===== config.mk =====
export PLATFORM = sky130hd
export DESIGN_NAME = sum_result_fifo
export DESIGN_NICKNAME = d
export VERILOG_FILES = /design/src/rtl/sum_result_pkg.sv /design/src/rtl/sum_result_fifo.sv
export SDC_FILE = /design/constraint.sdc
export NUM_CORES = 1
export LEC_CHECK = 0
export ABC_AREA = 0
export ABC_CLOCK_PERIOD_IN_PS = 3300
export BUFFER_PORTS_ARGS = -buffer_cell sky130_fd_sc_hd__buf_2
export CAP_MARGIN = 20
export CORE_UTILIZATION = 42
export CTS_CLUSTER_DIAMETER = 60
export CTS_CLUSTER_SIZE = 28
export DETAILED_ROUTE_END_ITERATION = 12
export PLACE_DENSITY = 0.7
export SLEW_MARGIN = 10
export SYNTH_ARGS = -nofsm -noshare
export SYNTH_HDL_FRONTEND = slang
export SYNTH_SLANG_ARGS = --single-unit

===== constraint.sdc =====
create_clock -name clk -period 3.3 [get_ports clk]
set_input_delay 0 -clock clk [delete_from_list [all_inputs] [get_ports clk]]
set_output_delay 0 -clock clk [all_outputs]
set_load 0.05 [all_outputs]

===== src/rtl/sum_result_pkg.sv =====
`default_nettype none
// ============================================================================
// Module   : sum_result_pkg
// Brief    : Shared widths and result-word type for the adder result FIFO.
// Revision : 1.0 - initial release
// ============================================================================
package sum_result_pkg;

   localparam int SUM_W    = 4;
   localparam int RESULT_W = SUM_W + 1;

   typedef struct packed {
      logic             carry;
      logic [SUM_W-1:0] sum;
   } sum_word_t;

   // Builds the {carry, sum} word the adder hands to the FIFO.
   function automatic sum_word_t pack_result(input logic carry, input logic [SUM_W-1:0] sum);
      sum_word_t w;
      w.carry = carry;
      w.sum   = sum;
      return w;
   endfunction

endpackage : sum_result_pkg
`default_nettype wire


===== src/rtl/sum_result_fifo.sv =====
`default_nettype none
// ============================================================================
// Module   : sum_result_fifo
// Brief    : Valid/ready FIFO buffering {carry, sum} adder results for the
//            slower pin/display consumer. Optional drop counter enabled by
//            defining SUM_RESULT_FIFO_DROP_CNT_EN.
// Revision : 1.0 - initial release
// ============================================================================
module sum_result_fifo
   import sum_result_pkg::*;
#(
   parameter int DEPTH = 4,
   parameter int WIDTH = RESULT_W
) (
   input  logic                     clk,
   input  logic                     rst,
   input  logic                     in_valid,
   input  logic [WIDTH-1:0]         in_data,
   output logic                     in_ready,
   output logic                     out_valid,
   output logic [WIDTH-1:0]         out_data,
   input  logic                     out_ready,
   output logic [$clog2(DEPTH):0]   count,
   output logic [3:0]               drop_cnt
);

   localparam int PTR_W = $clog2(DEPTH);
   localparam int CNT_W = PTR_W + 1;
   localparam logic [CNT_W-1:0] C_FULL_CNT = CNT_W'(DEPTH);
   localparam logic [PTR_W-1:0] C_PTR_ONE  = PTR_W'(1);
   localparam logic [CNT_W-1:0] C_CNT_ONE  = CNT_W'(1);

   logic [WIDTH-1:0] mem_q [DEPTH];
   logic [PTR_W-1:0] wr_ptr_q, wr_ptr_d;
   logic [PTR_W-1:0] rd_ptr_q, rd_ptr_d;
   logic [CNT_W-1:0] count_q, count_d;
   logic             w_push;
   logic             w_pop;

   // Flags depend only on the registered count, never on in_valid/out_ready.
   assign in_ready  = (count_q != C_FULL_CNT);
   assign out_valid = (count_q != '0);

   assign w_push = in_valid && in_ready;
   assign w_pop  = out_valid && out_ready;

   always_comb begin
      wr_ptr_d = wr_ptr_q;
      rd_ptr_d = rd_ptr_q;
      count_d  = count_q;
      if (w_push) begin
         wr_ptr_d = wr_ptr_q + C_PTR_ONE;
      end
      if (w_pop) begin
         rd_ptr_d = rd_ptr_q + C_PTR_ONE;
      end
      case ({w_push, w_pop})
         2'b10:   count_d = count_q + C_CNT_ONE;
         2'b01:   count_d = count_q - C_CNT_ONE;
         default: count_d = count_q;
      endcase
   end

   always_ff @(posedge clk) begin
      if (rst) begin
         wr_ptr_q <= '0;
         rd_ptr_q <= '0;
         count_q  <= '0;
      end else begin
         wr_ptr_q <= wr_ptr_d;
         rd_ptr_q <= rd_ptr_d;
         count_q  <= count_d;
      end
   end

   // Storage carries no reset; the reset cycle must not write a word.
   always_ff @(posedge clk) begin
      if (!rst && w_push) begin
         mem_q[wr_ptr_q] <= in_data;
      end
   end

   assign out_data = out_valid ? mem_q[rd_ptr_q] : '0;
   assign count    = count_q;

`ifdef SUM_RESULT_FIFO_DROP_CNT_EN
   logic [3:0] drop_q, drop_d;

   always_comb begin
      drop_d = drop_q;
      if (in_valid && !in_ready && (drop_q != 4'hF)) begin
         drop_d = drop_q + 4'd1;
      end
   end

   always_ff @(posedge clk) begin
      if (rst) begin
         drop_q <= 4'd0;
      end else begin
         drop_q <= drop_d;
      end
   end

   assign drop_cnt = drop_q;
`else
   assign drop_cnt = 4'd0;
`endif

endmodule : sum_result_fifo
`default_nettype wire


# Yosys cells after proc, flatten, opt, wreduce, memory -nomap -nowiden
# Memory sizes are Yosys's and may differ from the RTL's. A register that Yosys moved wholly into a read port is not among the register bits.
# Cells that the tools add are included.
# Widths: inputs -> output; s select.
# word_totals
out_inout_bits,14
mem_count,1
mem_bits_rw,20
register_bits,7
in_bits,9
# mem_list
name,words,word_bits,read_ports,rd_ports_with_merged_regs,wr,line,source
mem_q,4,5,1,1,1,sum_result_fifo.sv:33,logic [WIDTH-1:0] mem_q [DEPTH];
# op_classes
n_mux,6
n_reduce_logical,6
n_eq_ne,3
addsub,4
# ops
operator,count
$pmux 3 s2,1
$mux 5,1
$add 2x1->2 const B,2
$mux 2,2
$add 3x1->3 const B,1
$logic_and 1x1->1,3
$ne 3x3->1 const B,1
$reduce_bool 3->1,1
$sub 3x1->3 const B,1
$eq 2x1->1 const B,1
$eq 2x2->1 const B,1
$mux 1,2
$reduce_bool 2->1,1
$logic_not 1->1,1

# Longest topological paths before layout
# Gate-level depths: netlist of the first run.
# depth
depth_word,5
mapped_depth,9
ltp_nobuf,9

# Least setup slack after synthesis of the first run
# No wires, ideal clock.
# synth_timing
path_type,flip-flop to flip-flop
from,reg count_q[2] (netlist: count[2])
to,reg count_q[2] (netlist: count[2])
arrival_ps,2951
path_buffers,0
required_ps,3229
period_less_slack_ps,3021
setup_time_ps,71
slack_ps,279
stages_incl_launch_ff,10
path_cell_list,dfxtp_1 or3b_1 and2_4 inv_1 ha_1 inv_1 fa_1 xor2_1 or3_2 a21oi_1
# synth_via
elab_chain_len,4
word_cells_on_any_way,10
classes_between,add/sub (2); eq/ne (3); mux (1); reduce/logical (4)
# synth_rtl
element,line,source
from (decl),sum_result_fifo.sv:36,"logic [CNT_W-1:0] count_q, count_d;"
from (signal assigned),sum_result_fifo.sv:72,count_q <= count_d;
$ne 3x3->1 (*),sum_result_fifo.sv:41,assign in_ready = (count_q != C_FULL_CNT);
net in_ready,sum_result_fifo.sv:19,"output logic in_ready,"
$logic_and 1x1->1 (*),sum_result_fifo.sv:44,assign w_push = in_valid && in_ready;
$eq 2x1->1 / $eq 2x2->1 (equally long branches),sum_result_fifo.sv:57,"case ({w_push, w_pop})"
$pmux 3 s2 / $reduce_bool 2->1 (equally long branches),--,
# Mark *: on every way through the listed nets, which the timed path passes. The rest lies on a longest branch.
# A chain may end at the register's enable or synchronous reset.

# Worst setup path after layout of the first run
# layout_timing
from,reg count_q[2] (netlist: count[2])
to,reg count_q[2] (netlist: count[2])
# layout_via
elab_chain_len,4
word_cells_on_any_way,10
classes_between,add/sub (2); eq/ne (3); mux (1); reduce/logical (4)
# layout_rtl
element,line
$ne 3x3->1 / $reduce_bool 3->1 (equally long branches),"sum_result_fifo.sv:41, sum_result_fifo.sv:42"
$logic_and 1x1->1 (on tied branches),"sum_result_fifo.sv:44, sum_result_fifo.sv:45"
$eq 2x1->1 / $eq 2x2->1 (equally long branches),sum_result_fifo.sv:57
$pmux 3 s2 / $reduce_bool 2->1 (equally long branches),--
# Several ways; a longest one is shown, not always the timed one.

==> metrics.txt, run 1 <==
first-pass iteration count of the detailed router 8; drt initial violations 16; post-synth top area cell edfxtp_1; Switching Fraction 43.2%; Setup Crit Path Kind register to register; clock latency at the later pin of the worst-skew pair 0.32 ns; Yosys top cell area share 47.2%; GRT overflow 0; TritonCTS Buffers 5; Slew Viols, Final 0; placed instance area 1370 um2; GP Congestion between 0.7 and 0.8; sequential share of the synthesized area 61.4%; clock sinks 29; Startpoint Class register; Setup TNS 0 ns; CP max FO 6; Int Power 0.735 mW; largest cells by area after synthesis edfxtp_1 47%, dfxtp_1 14%, mux4_2 8.8%, ha_1 4.9%, nor2b_1 2.5%; total routed wirelength 1960 um; GRT Overall Usage 13.5%; dpl hpwl between 1000 and 1500 um; final hold viol count 0; syn_area_per_cell 14.1 um2; Clock Tree Buf Depth 2; diodes inserted 0; RSZ-0062 raised after global routing no; Layout area overhead 18.2%; Setup crit end kind register; MaxCap Viol Count 0; Final Instance Area about 1500 um2; Reg clk slew, reported paths 0.09 ns; H-tree levels 2; LEAKAGE 0.589 nW; Finished Layout Cells 150; Synth Instances 90; Max-Slew Margin vs Limit 37.0%; die area about 3300 um2; fin nets 133; initial antenna violation count 0; Root Driver clkbuf_4; minimum clock period after layout ~2.5 ns; IO Port Bufs 18; die width roughly 57 um; Hold Crit Class input port to register; Core Box Area 2810 um2; TritonCTS clock tree built; vias in the first global route slightly below 700; slew of the pin with the lowest slew margin 0.942 ns; # Post-CTS Setup Buffers 0; r2r setup slk about 0.81 ns; layout cell share with drive strength beyond 1 28.6%; final cycle utilization of the critical path 75.4%; Synth Cell Area 1270 um2; Remaining DRCs 6; commonest cells after routing, fill and taps aside 20 x edfxtp_1, 18 x buf_2, 9 x dfxtp_1, 8 x inv_1, 7 x nor2_1; largest net degree at the start of global routing 15; I/O pin total 23; maximum clock rate 402 MHz; Fin Clk Skew 0.0101 ns; PD cells 861 nW/um2; sequential share of power between 30% and 40%; clock network fraction of total power 18.6%; FF-to-FF path depth 9; flops & latches, synth 29; maximum VDD drop 354 uV; fill count 244; Final WS setup just over 0.8 ns; Detail Route Antenna Nets 0; failing checks DRC; final core utilization 53.6%; Row Count 19; placed insts 136; Initial Utilization a little under half; Yosys cell types 26; Required @ worst endpoint 3.56 ns; YS warnings 0; die height 57.0 um; Post-Place Worst Slack 0.825 ns; outcome finished, violations left; first-pass GRT wire length 2990 um; net switching power approximately 0.56 mW; Data arrival, critical path 2.75 ns; commonest non-fill, non-tap cell in the layout edfxtp_1; hold depth 3; Final Setup Violations 0; vias per cell around 5; wire per inst 13.1 um; total power 1.29 mW; vias around 740; combinational share of power 43.5%; WHS 0.0144 ns
[critical path, stage by stage, from the launching register on]
cell and delay (ns):
dfxtp_1 0.40, or3b_1 0.39, and2_4 0.19, inv_1 0.12
ha_1 0.20, inv_1 0.06, fa_1 0.37, xor2_1 0.15
or3_2 0.41, a21oi_1 0.14
[cell usage after synthesis]
cell,instances
edfxtp_1,20
dfxtp_1,9
inv_1,8
nor2_1,7
ha_1,5
mux4_2,5
nor2b_1,5
buf_4,4
nor3b_1,4
a21oi_1,3
xor2_1,3
nand2b_1,2
o21ai_0,2
and2_4,1
buf_2,1
clkbuf_1,1
conb_1,1
fa_1,1
mux2_4,1
mux2i_1,1
nand2_1,1
nor3_1,1
o31ai_1,1
or3_1,1
or3_2,1
or3b_1,1
[flip-flops by register name, indices dropped and copies added (netlist names), named ones only]
register  cells
mem_q        20
count         3
rd_ptr_q      2
wr_ptr_q      2
[power by group through the flow]
stage                     combinational (mW)  sequential, mW  clock [mW]
after floorplan                        0.422           0.527           0
after global placement                 0.558           0.496           0
after detailed placement               0.561           0.500           0
after CTS                              0.567           0.492       0.246
after global routing                   0.599           0.500       0.263
final                                  0.563           0.491       0.240
[path summary, 6_finish.rpt]
check,start,end
worst min-delay path,in_valid,wr_ptr_q[1]$_SDFFE_PP0P_
worst min register to register,rd_ptr_q[1]$_SDFFE_PP0P_,register
worst max register to register,count[2]$_SDFFE_PP0P_,count[2]$_SDFFE_PP0P_
worst max-delay path,count[2]$_SDFFE_PP0P_,count[2]$_SDFFE_PP0P_
[layout make-up]
| cell class | instances | area, um2 | share of cell area [%] |
|---|---|---|---|
| Timing Repair Buffer | 24 | 150 | 9.98 |
| Clock inverter | 1 | 5.00 | 0.333 |
| Multi-Input combinational cell | 50 | 434 | 28.9 |
| Tap cell | 31 | 38.8 | 2.58 |
| Inverter | 8 | 30.0 | 2.00 |
| Clock buffer | 7 | 65.1 | 4.33 |
| Sequential cell | 29 | 781 | 51.9 |
[cells by family after synthesis]
family                     after synthesis  synth area share (%)
AOI/OAI and AO/OA                        6                  2.56
muxes                                    7                  10.8
xor gates and xnor gates                 3                  2.07
DFF                                     29                  61.4
adders and majority gates                6                  6.49
and+or+nand+nor                         24                  11.0
buffers and inverters                   14                  5.41
other                                    1                 0.295
[layer usage]
metal  track usage [%]  part of all wire, %  wire length (um)  up-vias
met4              10.5                  2.7                53        0
li1                  -                    -                 -      364
met1              14.6                   41               811      341
met5                 0                    0                 0        -
met2              21.5                   50               983       31
met3              4.76                  6.0               117        7
[timing repair]
| item | 4_1_cts | 5_1_grt |
|---|---|---|
| hold buffers | 6 | 0 |
| resized for setup | 0 | 0 |
| endpoints found under the hold margin | 24 | 0 |
Power figures use the tool's default switching activity.
==> run 2: changes to the inputs <==
--- a/config.mk
+++ b/config.mk
@@ -5,8 +5,8 @@
 export SDC_FILE = /design/constraint.sdc
 export NUM_CORES = 1
 export LEC_CHECK = 0
-export ABC_AREA = 0
-export ABC_CLOCK_PERIOD_IN_PS = 3300
+export ABC_AREA = 1
+export ABC_CLOCK_PERIOD_IN_PS = 2440
 export BUFFER_PORTS_ARGS = -buffer_cell sky130_fd_sc_hd__buf_2
 export CAP_MARGIN = 20
 export CORE_UTILIZATION = 42
==> constraint.sdc (replaced) <==
create_clock -name clk -period 2.44 [get_ports clk]
set_input_delay 0 -clock clk [delete_from_list [all_inputs] [get_ports clk]]
set_output_delay 0 -clock clk [all_outputs]
set_load 0.05 [all_outputs]
==> metrics.txt, run 2 <==
outcome complete, no violations; Synth Instances 138 (+53%); slew of the pin with the lowest slew margin 0.515 ns (-0.427 ns); I/O pin total 23 (unchanged); Core Box Area 3030 um2 (+7.9%); first-pass GRT wire length 3820 um (+28%); max FFs per register 20 (unchanged); Root Driver clkbuf_4; CP max stage delay 0.44 ns (+0.03 ns); total routed wirelength 2340 um (+19%); Data arrival, critical path 2.13 ns (-0.62 ns); Fin Clk Skew 0.00532 ns (-0.00476 ns); CP Buf/Inv Count 4 (+2); diodes inserted 0 (unchanged); GRT Overall Usage 15.9% (+2.5 points); wire per inst 11.0 um (-16%); Post-synth EDFFs 20 (unchanged); Yosys top cell area share 45.0% (-2.2 points); YS warnings 0 (unchanged); Required @ worst endpoint 2.70 ns (-0.86 ns); final hold viol count 0 (unchanged); Setup TNS 0 ns (unchanged); layout cell share with drive strength beyond 1 18.3% (-10 points); IO Port Bufs 18 (unchanged); most flop-heavy register mem_q; die height 58.4 um (+2.3%); CP top delay family adder cells; Initial Utilization 44.0% (-1.3 points); TritonCTS Buffers 5 (unchanged); sequential share of the synthesized area 58.5% (-2.8 points); clock sinks 29 (unchanged); minimum clock period after layout 1.87 ns (-0.612 ns); GP Congestion 0.707 (+0.23%); Reg clk slew, reported paths 0.08 ns (about the same); RSZ-0062 raised after global routing no; dpl hpwl 1600 um (+20%); post-cts sizing count 0 (unchanged); GRT overflow 0 (unchanged); vias per cell 4.51 (-9.0%); initial antenna violation count 0 (unchanged); die area 3410 um2 (+4.7%); vias in the first global route 894 (+32%); CP cell instances inv_2 > nand3_4 > inv_2 > nor2_1 > ha_1 > inv_1 > fa_1 > nand2_1 > nand3_1 > nand2_1 > inv_1 > nor2_1; Max-Slew Margin vs Limit 65.5% (+28 points); clock latency at the later pin of the worst-skew pair 0.32 ns (about the same); commonest non-fill, non-tap cell in the layout nand2_1; Startpoint Class register; vias 960 (+29%); CP max-delay cell dfxtp_1; CP max FO 6 (unchanged); Synth Cell Area 1330 um2 (+4.8%); largest net degree at the start of global routing 12 (-3); largest cells by area after synthesis edfxtp_1 45%, dfxtp_1 14%, nand2_1 8.7%, nor2_1 5.9%, ha_1 4.7%; PD cells 1110 nW/um2 (+29%); maximum clock rate 534 MHz (+33%); Final Setup Violations 0 (unchanged); Post-synth top cells 31 x nand2_1, 21 x nor2_1, 20 x edfxtp_1; Synth Flop Type edfxtp_1; Post-Place Worst Slack 0.565 ns (-0.260 ns); commonest cells after routing, fill and taps aside 31 x nand2_1, 21 x nor2_1, 20 x edfxtp_1, 18 x buf_2, 13 x inv_1; drt initial violations 29 (+13); fin nets 183 (+38%); die width 58.4 um (+2.3%); async set-reset flop share out of synthesis 0% (unchanged); Remaining DRCs 0 (-6); maximum VDD drop 677 uV (+91%); H-tree levels 2 (unchanged); Final Instance Area 1580 um2 (+4.9%); final cycle utilization of the critical path 76.8% (+1.5 points); syn_area_per_cell 9.67 um2 (-32%); MaxCap Viol Count 0 (unchanged); first-pass iteration count of the detailed router 4 (-4); fill count 283 (+16%); Clock Tree Buf Depth 2 (unchanged); Storage cell area 781 um2 (unchanged); flops & latches, synth 29 (unchanged); Setup crit end kind register; multi-input logic area 452 um2 (+4.0%); most numerous cell in the Yosys netlist nand2_1; Hold Crit Class input port to register; LEAKAGE 0.693 nW (+18%); WHS 0.0213 ns (+0.00687 ns); Row Count 20 (+1); placed instance area 1450 um2 (+5.5%); Final WS setup 0.566 ns (-0.248 ns); Layout area overhead 18.3% (about the same); TritonCTS clock tree built; Yosys cell types 19 (-27%); Slew Viols, Final 0 (unchanged); Setup Crit Path Kind register to register; post-synth top area cell edfxtp_1; Detail Route Antenna Nets 0 (unchanged); final core utilization 52.1% (-1.5 points)
[run 2: changes by cell type after synthesis, sizes merged, moves of 6 or more]
| cell | before | now |
|---|---|---|
| nand2 | 1 | 31 |
| nor2 | 7 | 21 |
| inv | 8 | 18 |
| a21oi | 3 | 11 |
| nand3 | 0 | 6 |
[run 2: power breakdown]
group / leakage, nW / internal, mW / switching [mW]
registers: 0.256 / 0.586 / 0.0545
logic: 0.405 / 0.198 / 0.616
clock network: 0.0326 / 0.142 / 0.153
[run 2: cell families (layout without fill, tap and decap cells)]
group | Yosys count | after routing | synth area share [%]
compound gates | 18 | 18 | 6.75
fa+ha+maj | 6 | 6 | 6.19
buf+inv | 24 | 52 | 8.44
flops | 29 | 29 | 58.5
other cells | 1 | 4 | 0.281
simple gates | 60 | 60 | 19.8
[run 2: timing repair]
action | 4_1_cts | 5_1_grt
endpoints found under the hold margin | 24 | 0
setup buffers | 0 | 0
hold buffers | 7 | 0
[run 2: final cells by class]
type | instances | area share, %
multi-input cells | 88 | 28.6
clock buffers | 8 | 3.73
flip-flops and latches | 29 | 49.5
well taps | 44 | 3.49
inverters | 19 | 4.52
repair buffers | 25 | 10.2
[run 2: layer usage]
metal / track usage, % / wire length, um / share of wire (%)
met1: 17.0 / 1030 / 44
met2: 28.1 / 1170 / 50
met3: 5.93 / 106 / 4.5
met4: 7.14 / 38 / 1.6
met5: 0 / 0 / 0
[run 2: per-stage QoR]
stage	cells	total power, mW
floorplan	141	1.30
global placement	198	1.44
detailed placement	198	1.46
CTS	213	1.77
global route	213	1.86
finish	213	1.75
[run 2: path summary, 6_finish.rpt]
| check | startpoint | slack (ns) | endpoint | cells after the start |
|---|---|---|---|---|
| max | count[2]$_SDFFE_PP0P_ | 0.57 | count[2]$_SDFFE_PP0P_ | 12 |
| min | rst | 0.02 | wr_ptr_q[1]$_SDFFE_PP0P_ | 4 |
| max reg2reg | count[2]$_SDFFE_PP0P_ | 0.57 | count[2]$_SDFFE_PP0P_ | 12 |
| min reg2reg | rd_ptr_q[0]$_SDFFE_PP0P_ | 0.50 | rd_ptr_q[0]$_SDFFE_PP0P_ | 2 |
[run 2: worst register-to-register path, delay by kind of cell (launching register included)]
kind                     cells  cell delay, ns
buffers and inverters        4            0.27
flip-flops                   1            0.44
AND/OR/NAND/NOR              6            0.56
adder cells (fa/ha/maj)      2            0.56
==> run 3: changes to the inputs <==
--- a/config.mk
+++ b/config.mk
@@ -5,8 +5,8 @@
 export SDC_FILE = /design/constraint.sdc
 export NUM_CORES = 1
 export LEC_CHECK = 0
-export ABC_AREA = 1
-export ABC_CLOCK_PERIOD_IN_PS = 2440
+export ABC_AREA = 0
+export ABC_CLOCK_PERIOD_IN_PS = 1760
 export BUFFER_PORTS_ARGS = -buffer_cell sky130_fd_sc_hd__buf_2
 export CAP_MARGIN = 20
 export CORE_UTILIZATION = 42
==> constraint.sdc (replaced) <==
create_clock -name clk -period 1.76 [get_ports clk]
set_input_delay 0 -clock clk [delete_from_list [all_inputs] [get_ports clk]]
set_output_delay 0 -clock clk [all_outputs]
set_load 0.05 [all_outputs]
==> metrics.txt, run 3 (synthesis gave the netlist of run 1 again) <==
clock latency at the later pin of the worst-skew pair 0.33 ns (about the same); TritonCTS Buffers 5 (unchanged); initial antenna violation count 0 (unchanged); final hold viol count 0 (unchanged); commonest cells after routing, fill and taps aside 20 x edfxtp_1, 18 x buf_2, 15 x buf_4; TritonCTS clock tree built; diodes inserted 0 (unchanged); clock network fraction of total power 23.1% (+6.2 points); drt initial violations 15 (-48%); CP max-delay cell or3b_4; max FFs per register 20 (unchanged); Layout area overhead 34.0%; Required @ worst endpoint 2.03 ns (-0.67 ns); Remaining DRCs 6 (+6); maximum clock rate 473 MHz (-11%); CP startpoint count[0]$_SDFFE_PP0P_; outcome finished, violations left; CP max FO 2 (-4); Int Power 1.78 mW (+93%); I/O pin total 23 (unchanged); gr busiest metal met2; minimum clock period after layout 2.12 ns (+0.241 ns); first-pass iteration count of the detailed router 8 (+4); combinational share of power 46.0% (-0.5 points); maximum VDD drop 994 uV (+47%); CP top delay family simple AND/OR/NAND/NOR gates; die width 57.0 um (-2.3%); sequential share of power 30.9% (-5.7 points); LEAKAGE 0.684 nW (-1.3%); Initial Utilization 45.4% (+1.3 points); crit path to count[2]$_SDFFE_PP0P_; final core utilization 60.8% (+8.7 points); Clock Tree Buf Depth 2 (unchanged); total power 2.93 mW (+67%); Fin Clk Skew 0.00766 ns (+0.00234 ns); Setup TNS -0.496 ns (-0.496 ns); CP max stage delay 0.39 ns (-0.05 ns); total routed wirelength 2160 um (-7.9%); CP cell instances or3b_4 > and2_4 > inv_4 > ha_4 > inv_2 > fa_2 > xor2_2 > or3_4 > a21oi_2; commonest non-fill, non-tap cell in the layout edfxtp_1; Row Count 19 (-5.0%); r2r startpoint count[0]$_SDFFE_PP0P_; first-pass GRT wire length 3450 um (-9.7%); placed insts 150 (-24%); Data arrival, critical path 2.38 ns (+0.25 ns); net switching power 1.14 mW (+39%); R2R Path End count[2]$_SDFFE_PP0P_; met2 GRT Util 24.5% (-3.5 points); wire per inst 13.1 um (+19%); FF-to-FF path depth 9 (-3); layout cell share with drive strength beyond 1 47.0% (+29 points); final cycle utilization of the critical path 120% (+43 points); largest net degree at the start of global routing 15 (+3); Startpoint Class register; IO Port Bufs 18 (unchanged); RSZ-0062 raised after global routing yes; Core Box Area 2810 um2 (-7.4%); fin nets 148 (-19%); GP Congestion 0.703 (-0.52%); Post-Place Worst Slack -0.355 ns (-0.919 ns); Levels on crit path 9 (-3); Reg clk slew, reported paths 0.09 ns (about the same); most flop-heavy register mem_q; Slew Viols, Final 0 (unchanged); MaxCap Viol Count 0 (unchanged); Detail Route Antenna Nets 0 (unchanged); GRT Overall Usage 15.0% (-0.89 points); M3 GR Usage 7.48% (+1.5 points); Hold Crit Class input port to register; Switching Fraction 39.0% (-8.0 points); Setup crit end kind register; grt met1 use 17.2% (+0.24 points); vias in the first global route 812 (-9.2%); H-tree levels 2 (unchanged); failing checks DRC, setup timing; PD cells 1720 nW/um2 (+55%); CP Buf/Inv Count 2 (-2); Final WS setup -0.355 ns (-0.921 ns); GRT overflow 0 (unchanged); Finished Layout Cells 165 (-23%); clock sinks 29 (unchanged); vias per cell 4.82 (+6.9%); die area 3250 um2 (-4.5%); vias 795 (-17%); Final Setup Violations 2 (+2); r2r setup slk -0.36 ns (-0.92 ns); Root Driver clkbuf_4; die height 57.0 um (-2.3%); Setup Crit Path Kind register to register
-- run 3: changes by cell type in the layout (fill, tap and decap cells not counted), moves of 7 or more --
cell     change
a21oi_1     -10
nand2_1     -30
buf_4       +15
inv_1        -7
nor2_1      -15
-- run 3: per-stage QoR --
step	hold WS (ns)	cell area (um2)
floorplan	0.0989	1320
global placement	0.211	1510
detailed placement	0.222	1510
CTS	0.0606	1690
global route	0.0973	1710
finish	0.0781	1710
-- run 3: repair_timing --
item,in CTS,in global routing
hold buffers,6,0
buffers inserted,1,0
endpoints found under the hold margin,21,0
pin swaps,1,1
endpoints found under the setup margin,7,2
gates resized for setup,2,4
-- run 3: power groups by stage --
stage / Sequential (mW) / Combinational, mW / Clock (mW)
final: 0.905 / 1.35 / 0.674
after global routing: 0.922 / 1.43 / 0.713
after CTS: 0.911 / 1.31 / 0.685
after detailed placement: 0.924 / 1.28 / 0
after global placement: 0.915 / 1.27 / 0
after floorplan: 1.00 / 0.837 / 0
-- run 3: layout make-up --
class,count,area (um2)
flip-flops and latches,29,791
clock inverters,3,65.1
inverters,8,32.5
multi-input cells,50,478
well taps,31,38.8
clock buffers,5,37.5
repair buffers,39,263
fillers,226,1100
-- run 3: worst min-delay path, stage by stage --
cell and delay, ns:
buf_2 0.11, nand2_1 0.07, or3_1 0.10, a21oi_1 0.07
-- run 3: worst min path at each step --
stage	from	end	slack (ns)	cells after the start
2_1_floorplan	in_data[0]	mem_q[0][0]$_DFFE_PP_	0.1	0
3_3_place_gp	in_data[2]	mem_q[2][2]$_DFFE_PP_	0.21	1
3_5_place_dp	in_data[2]	mem_q[3][2]$_DFFE_PP_	0.22	1
4_1_cts	out_ready	register	0.06	4
5_1_grt	out_ready	rd_ptr_q[1]$_SDFFE_PP0P_	0.1	4
6_report	out_ready	register	0.08	4
-- run 3: per-layer routing --
metal / part of all wire, % / vias up
met3: 5.0 / 4
met2: 49 / 22
li1: - / 394
met4: 1.3 / 0
met5: 0 / -
met1: 44 / 375
